### config.mk
export PLATFORM = sky130hd
export DESIGN_NAME = score_keeper
export DESIGN_NICKNAME = d
export VERILOG_FILES = /design/src/rtl/score_keeper.sv
export SDC_FILE = /design/constraint.sdc
export NUM_CORES = 1
export LEC_CHECK = 0
export CORE_UTILIZATION = 50
export CTS_CLUSTER_SIZE = 25
export DETAILED_ROUTE_END_ITERATION = 8
export PLACE_DENSITY = 0.82
export SKIP_CTS_REPAIR_TIMING = 1
export SLEW_MARGIN = 10
export SYNTH_ARGS = -nofsm -noshare
export SYNTH_HDL_FRONTEND = slang
export SYNTH_SLANG_ARGS = --single-unit
### constraint.sdc
create_clock -name clk -period 1.96 [get_ports clk]
set_input_delay 0.392 -clock clk [delete_from_list [all_inputs] [get_ports clk]]
set_output_delay 0.392 -clock clk [all_outputs]
set_load 0.005 [all_outputs]
### src/rtl/score_keeper.sv
// Pong match-state controller: scores, game-over/winner, ball freeze and serve.
// Optional new_game debounce is enabled by defining SCORE_DEBOUNCE_EN.
module score_keeper #(
    parameter int unsigned WIN_SCORE     = 9,
    parameter int unsigned HOLD_CYCLES   = 1024,
    parameter int unsigned DEBOUNCE_BITS = 16
) (
    input  logic       clk,
    input  logic       reset,
    input  logic       goal_p1,
    input  logic       goal_p2,
    input  logic       new_game,
    output logic [3:0] score_p1,
    output logic [3:0] score_p2,
    output logic       game_over,
    output logic       winner,
    output logic       freeze,
    output logic       serve,
    output logic       serve_dir
);

    localparam int unsigned CntW = (HOLD_CYCLES > 1) ? $clog2(HOLD_CYCLES) : 1;
    localparam logic [CntW-1:0] CntLoad = CntW'(HOLD_CYCLES - 1);
    localparam logic [3:0] WinScore = 4'(WIN_SCORE);

    localparam logic [1:0] StHold = 2'd0;
    localparam logic [1:0] StPlay = 2'd1;
    localparam logic [1:0] StOver = 2'd2;

    if (WIN_SCORE < 1 || WIN_SCORE > 15 || HOLD_CYCLES < 1 || DEBOUNCE_BITS < 1) begin : g_cfg_bad
        $error("score_keeper: illegal parameter value");
    end

    logic       goal_p1_q, goal_p1_prev_q, goal_p2_q, goal_p2_prev_q;
    logic       ng_meta_q, ng_sync_q, ng_prev_q, ng_edge_q;
    logic       ng_level;
    logic       g1_edge, g2_edge;

    logic [1:0]      state_q, state_d;
    logic [CntW-1:0] cnt_q, cnt_d;
    logic [3:0]      score_p1_q, score_p1_d, score_p2_q, score_p2_d;
    logic [3:0]      score_p1_inc, score_p2_inc;
    logic            game_over_q, game_over_d;
    logic            winner_q, winner_d;
    logic            freeze_q, freeze_d;
    logic            serve_q, serve_d;
    logic            serve_dir_q, serve_dir_d;

`ifdef SCORE_DEBOUNCE_EN
    logic [DEBOUNCE_BITS-1:0] db_cnt_q, db_cnt_d;
    logic                     db_lvl_q, db_lvl_d;

    // Level flips only after 2^DEBOUNCE_BITS consecutive cycles of disagreement.
    always_comb begin
        db_cnt_d = '0;
        db_lvl_d = db_lvl_q;
        if (ng_sync_q != db_lvl_q) begin
            if (db_cnt_q == '1) begin
                db_lvl_d = ng_sync_q;
            end else begin
                db_cnt_d = db_cnt_q + 1'b1;
            end
        end
    end

    always_ff @(posedge clk or posedge reset) begin
        if (reset) begin
            db_cnt_q <= '0;
            db_lvl_q <= 1'b0;
        end else begin
            db_cnt_q <= db_cnt_d;
            db_lvl_q <= db_lvl_d;
        end
    end

    assign ng_level = db_lvl_q;
`else
    assign ng_level = ng_sync_q;
`endif

    assign g1_edge = goal_p1_q & ~goal_p1_prev_q;
    assign g2_edge = goal_p2_q & ~goal_p2_prev_q;
    assign score_p1_inc = score_p1_q + 4'd1;
    assign score_p2_inc = score_p2_q + 4'd1;

    always_comb begin
        state_d     = state_q;
        cnt_d       = cnt_q;
        score_p1_d  = score_p1_q;
        score_p2_d  = score_p2_q;
        game_over_d = game_over_q;
        winner_d    = winner_q;
        freeze_d    = freeze_q;
        serve_d     = 1'b0;
        serve_dir_d = serve_dir_q;
        if (ng_edge_q) begin
            score_p1_d  = 4'd0;
            score_p2_d  = 4'd0;
            game_over_d = 1'b0;
            state_d     = StHold;
            cnt_d       = CntLoad;
            freeze_d    = 1'b1;
        end else begin
            unique case (state_q)
                StHold: begin
                    freeze_d = 1'b1;
                    if (cnt_q == '0) begin
                        serve_d  = 1'b1;
                        freeze_d = 1'b0;
                        state_d  = StPlay;
                    end else begin
                        cnt_d = cnt_q - 1'b1;
                    end
                end
                StPlay: begin
                    if (g1_edge || g2_edge) begin
                        state_d  = StHold;
                        cnt_d    = CntLoad;
                        freeze_d = 1'b1;
                        if (g1_edge && !g2_edge) begin
                            score_p1_d  = score_p1_inc;
                            serve_dir_d = 1'b1;
                            if (score_p1_inc == WinScore) begin
                                state_d     = StOver;
                                winner_d    = 1'b0;
                                game_over_d = 1'b1;
                            end
                        end else if (g2_edge && !g1_edge) begin
                            score_p2_d  = score_p2_inc;
                            serve_dir_d = 1'b0;
                            if (score_p2_inc == WinScore) begin
                                state_d     = StOver;
                                winner_d    = 1'b1;
                                game_over_d = 1'b1;
                            end
                        end
                    end
                end
                StOver: begin
                    freeze_d    = 1'b1;
                    game_over_d = 1'b1;
                end
                default: begin
                    state_d  = StHold;
                    cnt_d    = CntLoad;
                    freeze_d = 1'b1;
                end
            endcase
        end
    end

    always_ff @(posedge clk or posedge reset) begin
        if (reset) begin
            goal_p1_q      <= 1'b0;
            goal_p1_prev_q <= 1'b0;
            goal_p2_q      <= 1'b0;
            goal_p2_prev_q <= 1'b0;
            ng_meta_q      <= 1'b0;
            ng_sync_q      <= 1'b0;
            ng_prev_q      <= 1'b0;
            ng_edge_q      <= 1'b0;
            state_q        <= StHold;
            cnt_q          <= CntLoad;
            score_p1_q     <= 4'd0;
            score_p2_q     <= 4'd0;
            game_over_q    <= 1'b0;
            winner_q       <= 1'b0;
            freeze_q       <= 1'b1;
            serve_q        <= 1'b0;
            serve_dir_q    <= 1'b0;
        end else begin
            goal_p1_q      <= goal_p1;
            goal_p1_prev_q <= goal_p1_q;
            goal_p2_q      <= goal_p2;
            goal_p2_prev_q <= goal_p2_q;
            ng_meta_q      <= new_game;
            ng_sync_q      <= ng_meta_q;
            ng_prev_q      <= ng_level;
            ng_edge_q      <= ng_level & ~ng_prev_q;
            state_q        <= state_d;
            cnt_q          <= cnt_d;
            score_p1_q     <= score_p1_d;
            score_p2_q     <= score_p2_d;
            game_over_q    <= game_over_d;
            winner_q       <= winner_d;
            freeze_q       <= freeze_d;
            serve_q        <= serve_d;
            serve_dir_q    <= serve_dir_d;
        end
    end

    assign score_p1  = score_p1_q;
    assign score_p2  = score_p2_q;
    assign game_over = game_over_q;
    assign winner    = winner_q;
    assign freeze    = freeze_q;
    assign serve     = serve_q;
    assign serve_dir = serve_dir_q;

endmodule

==> impl_results.md, run 1 <==
* Number of global-route vias before repair at 1258
* Core box area at 3340 um^2
* N_diodes at 0
* CP max FO at 3
* Worst Max-Slew Pin Slew at 660 ps
* Max-Cap Viols at 0
* Yosys reg bits at 33
* Clock Path Buffers at 2
* Die Y at 61.2 um
* Initial antenna violation count at 0
* Seq/Total Area, Yosys at 0.480
* DR WL/cell at 14.0 um
* Top Metal Used: met4
* Hold Violations, Final at 0
* FF-to-FF Start: cnt_q[0]$_DFFE_PP1P_
* EDFF count, synth at 0
* Die width at 61.2 um
* Outcome: finished clean
* Most used DFF post-synth: dfrtp_1
* PwrDens at 660 nW/um^2
* Most common cell after layout, fill and taps aside: dfrtp_1
* Final period util at 0.992
* Grt total ovfl at 0
* WP data arrival at 2200 ps
* Netlist Area Pre-Place at 1750 um^2
* Drt initial violations at 78
* Wl on met1 at 1590 um
* Mapped Nets at 186
* Rel. slew slack at 0.556
* Dpl hpwl at 2480 um
* Total Wirelength at 3510 um
* Hold path start: ng_meta_q$_DFF_PP0_
* Final setup vio count at 0
* Fin nets at 216
* Metal2 WL at 1710 um
* CTS Buf Count at 5
* Pleak at 0.900 nW
* CP Capture Type: flop
* Metal3 WL at 149 um
* Area grow syn2layout at 20.4%
* Hold/Removal Path Class: reg -> reg
* H-tree depth at 2
* CP Launch Type: flop
* DRC errors left at 0
* Fin crit period at 1940 ps
* Initial Util at 0.525
* GRT Overall Usage at 0.209
* Critical path class: reg -> reg
* CTS clk-pin slew, worst paths at 100 ps
* Syn_area_per_cell at 10.1 um^2
* Worst Skew at 5.90 ps
* Synth Warn # at 0
* Die area at 3740 um^2
* TritonCTS clock tree: done
* Hold Slack at 366 ps
* Share of the synthesized area in the top cell type at 0.315
* First-pass GRT wire length at 5490 um
* Peak Freq at 0.514 GHz
* Largest net degree at the start of global routing at 34
* Clock sink total at 33
* CTS Root Buffer Type: clkbuf_4
* VDD IR max at 0.397 mV
* Final Util at 0.632
* Slew Viols, Final at 0
* Post-synth top area cell: dfrtp_1
* Site Rows at 21
* RSZ-0062 raised after global routing: true
* CP startpoint: cnt_q[0]$_DFFE_PP1P_
* Post-DRT Antenna Nets at 0
* Vias at 1392
* I/O Pins at 18
* Synth Instances at 173
* Sum Neg Setup Slack at 0 ps
* Fillers at 283
* Post-synth ARST share at 1.00
* Drt pass-1 iters at 4
* Layout cells sized above 1 at 0.221
* Largest cells by area after synthesis: dfrtp_1 31%, dfstp_2 17%, ha_1 5.7%, inv_1 3.4%, nand3_1 2.6%
* Worst EP required at 2210 ps
* Vias per inst at 5.57
* Most frequent cells in the layout: 22 x dfrtp_1, 17 x clkdlybuf4s50_1, 14 x inv_1, 11 x nor2_1, 11 x dfstp_2
* Gpl congestion at 0.847
* Distinct cells, synth at 44
* I/O Buffers at 17
* Worst-Skew Late Latency at 330 ps
-- area by class of cell --
cell class / count / area [um^2] / share of cell area
Multi-Input combinational cell: 120 / 847 / 0.402
Sequential cell: 33 / 840 / 0.398
Timing Repair Buffer: 27 / 245 / 0.116
Inverter: 16 / 60.1 / 0.0285
Clock buffer: 8 / 58.8 / 0.0279
Tap cell: 46 / 57.6 / 0.0273
-- through the flow --
step	cells	setup slack [ps]	instance area [um^2]	power (mW)
6_report	250	15.7	2110	1.39
2_1_floorplan	173	41.5	1750	0.931
5_1_grt	250	-19.8	2110	1.47
3_3_place_gp	238	59.8	1990	0.971
3_5_place_dp	238	-24.5	1990	0.988
4_1_cts	246	-46.8	2050	1.38
-- sequential cells by signal, indices dropped and copies added (netlist names) --
| name | flops |
|---|---|
| goal_p1_prev_q | 1 |
| score_p1 | 4 |
| serve | 1 |
| ng_meta_q | 1 |
| freeze | 1 |
| goal_p2_q | 1 |
| goal_p1_q | 1 |
| cnt_q | 10 |
| score_p2 | 4 |
| goal_p2_prev_q | 1 |
| ng_prev_q | 1 |
| serve_dir | 1 |
| state_q | 2 |
| winner | 1 |
| game_over | 1 |
| ng_level | 1 |
| ng_edge_q | 1 |
-- critical path, stage by stage, from the launching register on --
cell	delay, ps
dfstp_2	380
inv_2	70
ha_4	130
or3b_4	380
or3_4	340
o31a_1	240
or3_1	320
-- cells by family (layout without fill, tap and decap cells) --
family	Yosys count	count (layout)	share of synthesized area
muxes	3	3	0.0193
buffers and inverters	20	51	0.0536
AOI/OAI and AO/OA	30	30	0.124
adders and majority gates	8	8	0.0572
xor gates and xnor gates	7	7	0.0350
DFF	33	33	0.480
and+or+nand+nor	72	72	0.232
-- synthesized netlist by cell type (4+ instances only) --
library cell and count:
nand2_1 11, dfstp_2 11, nand2b_1 7, nand3_1 9
a31oi_1 4, xor2_1 4, dfrtp_1 22, o21ai_0 4
a21oi_1 8, or3_1 5, ha_1 8, inv_1 16
nor2_1 11, nor4_1 4, nor2b_1 4
-- final timing paths --
kind	endpoint	slack, ps	depth (start not counted)
setup / recovery	cnt_q[8]$_DFFE_PP1P_	20	6
hold / removal	ng_level$_DFF_PP0_	370	0
setup reg to reg	cnt_q[8]$_DFFE_PP1P_	20	6
hold reg to reg	ng_level$_DFF_PP0_	370	0
max in group asynchronous	cnt_q[0]$_DFFE_PP1P_	1190	3
min in group asynchronous	state_q[0]$_DFFE_PP0P_	440	3
-- routing by layer --
metal / global-route usage / up-vias
met5: 0 / -
met4: 0.101 / 0
met3: 0.0693 / 8
met2: 0.352 / 34
met1: 0.238 / 675
li1: - / 675
-- power by group --
| part | internal (mW) | switching [mW] |
|---|---|---|
| registers | 0.757 | 0.0499 |
| logic | 0.0972 | 0.0958 |
| clock network | 0.177 | 0.215 |
(Power assumes the default switching activity.)
==> run 2, diff against run 1 <==
clock period = 1.7 ns   (was 1.96 ns; I/O delays follow)
==> run 2 against run 1 <==
  * The flow now finishes with violations (setup timing)
  * Sequential power grew 15%
  * Design area grew 10%
  * Total power grew 22%
  * Die area is the same
  * First-iteration DRC count grew 21%
  * Global-route usage grew 0.43 points
  * Via count grew 4.5%
  * Non-clock buffer count grew 16
  * Register-to-register slack lost 210 ps
  * Critical path depth is the same
  * Sequential share of layout area shrank 3.5 points
  * Critical endpoint unchanged
==> impl_results.md, run 2 (synthesis gave the netlist of run 1 again) <==
* Peak Freq at 0.528 GHz (+2.6%)
* Rel. slew slack at 0.723 (+0.167)
* RSZ-0062 raised after global routing: true
* Final period util at 1.12 (+0.123)
* Drt initial violations at 94 (+21%)
* Most frequent cells in the layout: 25 x buf_4, 20 x dfrtp_1, 16 x clkdlybuf4s50_1, 13 x inv_1, 11 x dfstp_2
* Gpl congestion at 0.877 (+3.5%)
* Number of global-route vias before repair at 1362 (+8.3%)
* Failing checks: setup timing
* CP Launch Type: flop
* Hold Violations, Final at 0 (unchanged)
* DR WL/cell at 14.6 um (+4.4%)
* Fin nets at 232 (+7.4%)
* CTS Root Buffer Type: clkbuf_4
* Worst EP required at 1970 ps (-240 ps)
* VDD IR max at 0.534 mV (+35%)
* H-tree depth at 2 (unchanged)
* Vias per inst at 5.47 (-1.8%)
* Critical path class: reg -> reg
* Final setup margin at -196 ps (-211 ps)
* Die width at 61.2 um (unchanged)
* CP startpoint: cnt_q[0]$_DFFE_PP1P_
* Most common cell after layout, fill and taps aside: buf_4
* Post-DRT Antenna Nets at 0 (unchanged)
* WP data arrival at 2170 ps (-30 ps)
* Largest net degree at the start of global routing at 34 (unchanged)
* GRT Overall Usage at 0.213 (+0.00426)
* Hold path start: ng_meta_q$_DFF_PP0_
* I/O Pins at 18 (unchanged)
* CP Capture Type: flop
* First-pass GRT wire length at 5760 um (+4.9%)
* Hold Slack at 364 ps (-1.57 ps)
* Max FFs per register at 10 (unchanged)
* I/O Buffers at 17 (unchanged)
* Clock Path Buffers at 2 (unchanged)
* FF-to-FF Start: cnt_q[0]$_DFFE_PP1P_
* Clock sink total at 33 (unchanged)
* Total Wirelength at 3890 um (+11%)
* Drt pass-1 iters at 4 (unchanged)
* Outcome: complete, but fails checks
* Pleak at 1.00 nW (+11%)
* CTS clk-pin slew, worst paths at 100 ps (about the same)
* DRC errors left at 0 (unchanged)
* Placed Area at 2160 um^2 (+8.5%)
* CP max FO at 3 (unchanged)
* Worst-Skew Late Latency at 340 ps (about the same)
* Initial Util at 0.525 (unchanged)
* Die area at 3740 um^2 (unchanged)
* Area grow syn2layout at 32.5%
* Reg with most FFs: cnt_q
* Final setup vio count at 5 (+5)
* Max-Cap Viols at 0 (unchanged)
* Vias at 1455 (+4.5%)
* Grt total ovfl at 0 (unchanged)
* N_diodes at 0 (unchanged)
* CTS Buf Count at 5 (unchanged)
* Worst Max-Slew Pin Slew at 415 ps (-245 ps)
* Core box area at 3340 um^2 (unchanged)
* Initial antenna violation count at 0 (unchanged)
* Slew Viols, Final at 0 (unchanged)
* Layout cells sized above 1 at 0.336 (+0.116)
* PwrDens at 732 nW/um^2 (+11%)
* Hold/Removal Path Class: reg -> reg
* Final instance area at 2320 um^2 (+10%)
* Worst Skew at 11.0 ps (+5.09 ps)
* Dpl hpwl at 2640 um (+6.4%)
* Fin crit period at 1900 ps (-48.8 ps)
* TritonCTS clock tree: done
* Sum Neg Setup Slack at -264 ps (-264 ps)
* Die Y at 61.2 um (unchanged)
* Site Rows at 21 (unchanged)
## run 2: cell type report
cell class                 instances  area (um^2)
multi-input combinational        120          928
tap                               46         57.6
sequential                        33          842
inverter                          16         60.1
fill                             268         1020
clock buffer                       8         58.8
timing repair buffer              43          372
## run 2: stage by stage
| stage | util | power, mW | setup WS [ps] | cells |
|---|---|---|---|---|
| final | 0.695 | 1.70 | -196 | 266 |
| after global placement | 0.647 | 1.21 | -144 | 253 |
| after floorplan | - | 1.12 | -151 | 173 |
| after CTS | 0.664 | 1.69 | -201 | 261 |
| after global routing | 0.695 | 1.77 | -272 | 266 |
| after detailed placement | 0.647 | 1.23 | -181 | 253 |
## run 2: critical path, cell delays in order, from the launching register on
cell and delay [ps]:
dfstp_2 380, inv_2 70, ha_4 130, or3b_4 380, or3_4 340, o31a_1 240, or3_1 300
## run 2: final timing paths
kind / cells after the start / slack, ps / to
max reg2reg: 6 / -200 / cnt_q[8]$_DFFE_PP1P_
max: 6 / -200 / cnt_q[8]$_DFFE_PP1P_
min in group asynchronous: 3 / 390 / state_q[1]$_DFFE_PP0P_
max in group asynchronous: 3 / 970 / cnt_q[1]$_DFFE_PP1P_
min reg2reg: 0 / 360 / ng_level$_DFF_PP0_
min: 0 / 360 / ng_level$_DFF_PP0_
## run 2: where the power goes
part | total [mW] | switching, mW | internal (mW)
Sequential | 0.930 | 0.0570 | 0.873
Clock | 0.468 | 0.264 | 0.204
Combinational | 0.300 | 0.137 | 0.163
Total | 1.70 | 0.458 | 1.24
## run 2: per-layer routing
| metal | share of wire | wire, um | GRT usage |
|---|---|---|---|
| met1 | 0.44 | 1710 | 0.265 |
| met2 | 0.51 | 1990 | 0.346 |
| met3 | 0.032 | 125 | 0.0504 |
| met4 | 0.018 | 70 | 0.107 |
| met5 | 0 | 0 | 0 |
==> run 3, diff against run 2 <==
CORE_UTILIZATION = 37   (was 50)
PLACE_DENSITY = 0.66   (was 0.82)
==> run 3 against run 2 <==
  * The flow still finishes with violations (setup timing)
  * Sequential share of layout area down 3.1 points
  * Register-to-register slack barely moved
  * Clock skew shrank 3.5 ps
  * Count of clock-buffer cells in the layout decreased by 1
  * Critical path type unchanged
  * Largest cell class unchanged
  * Highest routed layer unchanged
==> impl_results.md, run 3 (synthesis gave the netlist of run 1 again) <==
* Most common cell after layout, fill and taps aside: buf_4
* Die area at 5010 um^2 (+34%)
* Fillers at 401 (+50%)
* Layout cells sized above 1 at 0.414 (+0.0781)
* Core box area at 4440 um^2 (+33%)
* Final setup vio count at 5 (unchanged)
* Finished Layout Cells at 274 (+3.0%)
* Site Rows at 24 (+14%)
* CP max FO at 3 (unchanged)
* Max FFs per register at 10 (unchanged)
* I/O Buffers at 17 (unchanged)
* TritonCTS clock tree: done
* Pleak at 1.10 nW (+9.7%)
* Area grow syn2layout at 44.5%
* VDD IR max at 0.397 mV (-26%)
* Drt pass-1 iters at 4 (unchanged)
* Clock sink total at 33 (unchanged)
* CTS Buf Count at 5 (unchanged)
* Peak Freq at 0.529 GHz (+0.36%)
* Final setup margin at -189 ps (+6.80 ps)
* Die Y at 70.8 um (+16%)
* Failing checks: setup timing
* Worst Max-Slew Pin Slew at 404 ps (-11.4 ps)
* Worst-Skew Late Latency at 290 ps (-50 ps)
* Post-DRT Antenna Nets at 0 (unchanged)
* Slew Viols, Final at 0 (unchanged)
* Minimum setup slack among reg-to-reg paths at -190 ps (about the same)
* R2R Path End: cnt_q[8]$_DFFE_PP1P_
* DRC errors left at 0 (unchanged)
* Crit-path max cell delay at 370 ps (about the same)
* FF-to-FF Start: cnt_q[0]$_DFFE_PP1P_
* H-tree depth at 2 (unchanged)
* DR WL/cell at 12.8 um (-12%)
* CP Launch Type: flop
* Critical path class: reg -> reg
* N_diodes at 0 (unchanged)
* CTS clk-pin slew, worst paths at 70 ps (-30 ps)
* Number of global-route vias before repair at 1385 (+1.7%)
* RSZ-0062 raised after global routing: true
* Largest net degree at the start of global routing at 34 (unchanged)
* Rel. slew slack at 0.731 (+0.00762)
* Initial antenna violation count at 0 (unchanged)
* Clock Path Buffers at 2 (unchanged)
* Worst EP required at 1910 ps (-60 ps)
* Fin nets at 234 (+0.86%)
* Dpl hpwl at 2400 um (-9.0%)
* Gpl congestion at 0.796 (-9.1%)
* Slowest CP cell: dfstp_2
* Sum Neg Setup Slack at -327 ps (-63.0 ps)
* Final period util at 1.11 (-0.00400)
* WHS Endpoint: ng_level$_DFF_PP0_
* Most frequent cells in the layout: 23 x buf_4, 22 x dfrtp_1, 17 x clkdlybuf4s50_1, 13 x inv_1, 11 x dfstp_2
* Total Wirelength at 3520 um (-9.7%)
* R2R depth at 6 (unchanged)
* WP data arrival at 2100 ps (-70 ps)
* CTS Root Buffer Type: clkbuf_8
* Hold Violations, Final at 0 (unchanged)
* GRT Overall Usage at 0.153 (-0.0600)
* Die width at 70.8 um (+16%)
* PwrDens at 767 nW/um^2 (+4.8%)
* Placed Cells at 262 (+3.6%)
* Hold depth at 0 (unchanged)
* Grt total ovfl at 0 (unchanged)
* Hold path start: ng_meta_q$_DFF_PP0_
* Max-Cap Viols at 0 (unchanged)
* Vias at 1413 (-2.9%)
* CP Capture Type: flop
* I/O Pins at 18 (unchanged)
* Hold/Removal Path Class: reg -> reg
* First-pass GRT wire length at 5890 um (+2.3%)
* Outcome: complete, but fails checks
* Vias per inst at 5.16 (-5.7%)
* Worst Skew at 7.49 ps (-3.50 ps)
* Drt initial violations at 76 (-19%)
* Initial Util at 0.394 (-0.131)
* Fin crit period at 1890 ps (-6.80 ps)
* Reg with most FFs: cnt_q
* CP Cell Sequence: inv_2, ha_4, or3b_4, or3_4, o31a_1, or3_1
-- run 3: where the power goes --
part           switching, mW  leakage (nW)  internal, mW  total, mW
Sequential            0.0436         0.406         0.873      0.916
Clock                  0.283        0.0542         0.366      0.649
Combinational          0.165         0.640         0.212      0.376
Total                  0.491          1.10          1.45       1.94
-- run 3: area by class of cell --
| cell class | count | area, um^2 | share of cell area |
|---|---|---|---|
| Clock inverter | 1 | 5.00 | 0.00198 |
| Clock buffer | 7 | 96.3 | 0.0381 |
| Sequential cell | 33 | 840 | 0.332 |
| Timing Repair Buffer | 45 | 425 | 0.168 |
| Multi-Input combinational cell | 120 | 1040 | 0.410 |
| Tap cell | 52 | 65.1 | 0.0257 |
| Inverter | 16 | 60.1 | 0.0237 |
-- run 3: worst max-delay path by stage --
stage                                    start                   end
final                     cnt_q[0]$_DFFE_PP1P_  cnt_q[8]$_DFFE_PP1P_
after global routing      cnt_q[0]$_DFFE_PP1P_  cnt_q[8]$_DFFE_PP1P_
after floorplan           cnt_q[0]$_DFFE_PP1P_  cnt_q[8]$_DFFE_PP1P_
after CTS                 cnt_q[0]$_DFFE_PP1P_  cnt_q[8]$_DFFE_PP1P_
after detailed placement  cnt_q[0]$_DFFE_PP1P_  cnt_q[8]$_DFFE_PP1P_
after global placement    cnt_q[0]$_DFFE_PP1P_  cnt_q[8]$_DFFE_PP1P_
-- run 3: metrics by stage --
stage	cell area [um^2]	total power, mW	setup slack [ps]	utilization	hold WS [ps]
after floorplan	1810	1.12	-151	-	331
after global placement	2210	1.25	-148	0.498	333
after detailed placement	2210	1.26	-182	0.498	338
after CTS	2310	1.92	-193	0.521	353
after global routing	2530	2.05	-251	0.569	358
final	2530	1.94	-189	0.569	348
-- run 3: worst max-delay path: cells and delay by family, from the launching register on --
kind / cells / cell delay (ps)
AO/OA/AOI/OAI: 1 / 230
AND/OR/NAND/NOR: 3 / 1010
buffers and inverters: 1 / 70
flip-flops: 1 / 370
adder cells (fa/ha/maj): 1 / 140
-- run 3: metal layers --
metal	up-vias	routed length (um)	GRT usage
met5	-	0	0
met4	0	82	0.0911
met3	8	77	0.0342
met2	15	1690	0.240
met1	685	1670	0.193
li1	705	-	-
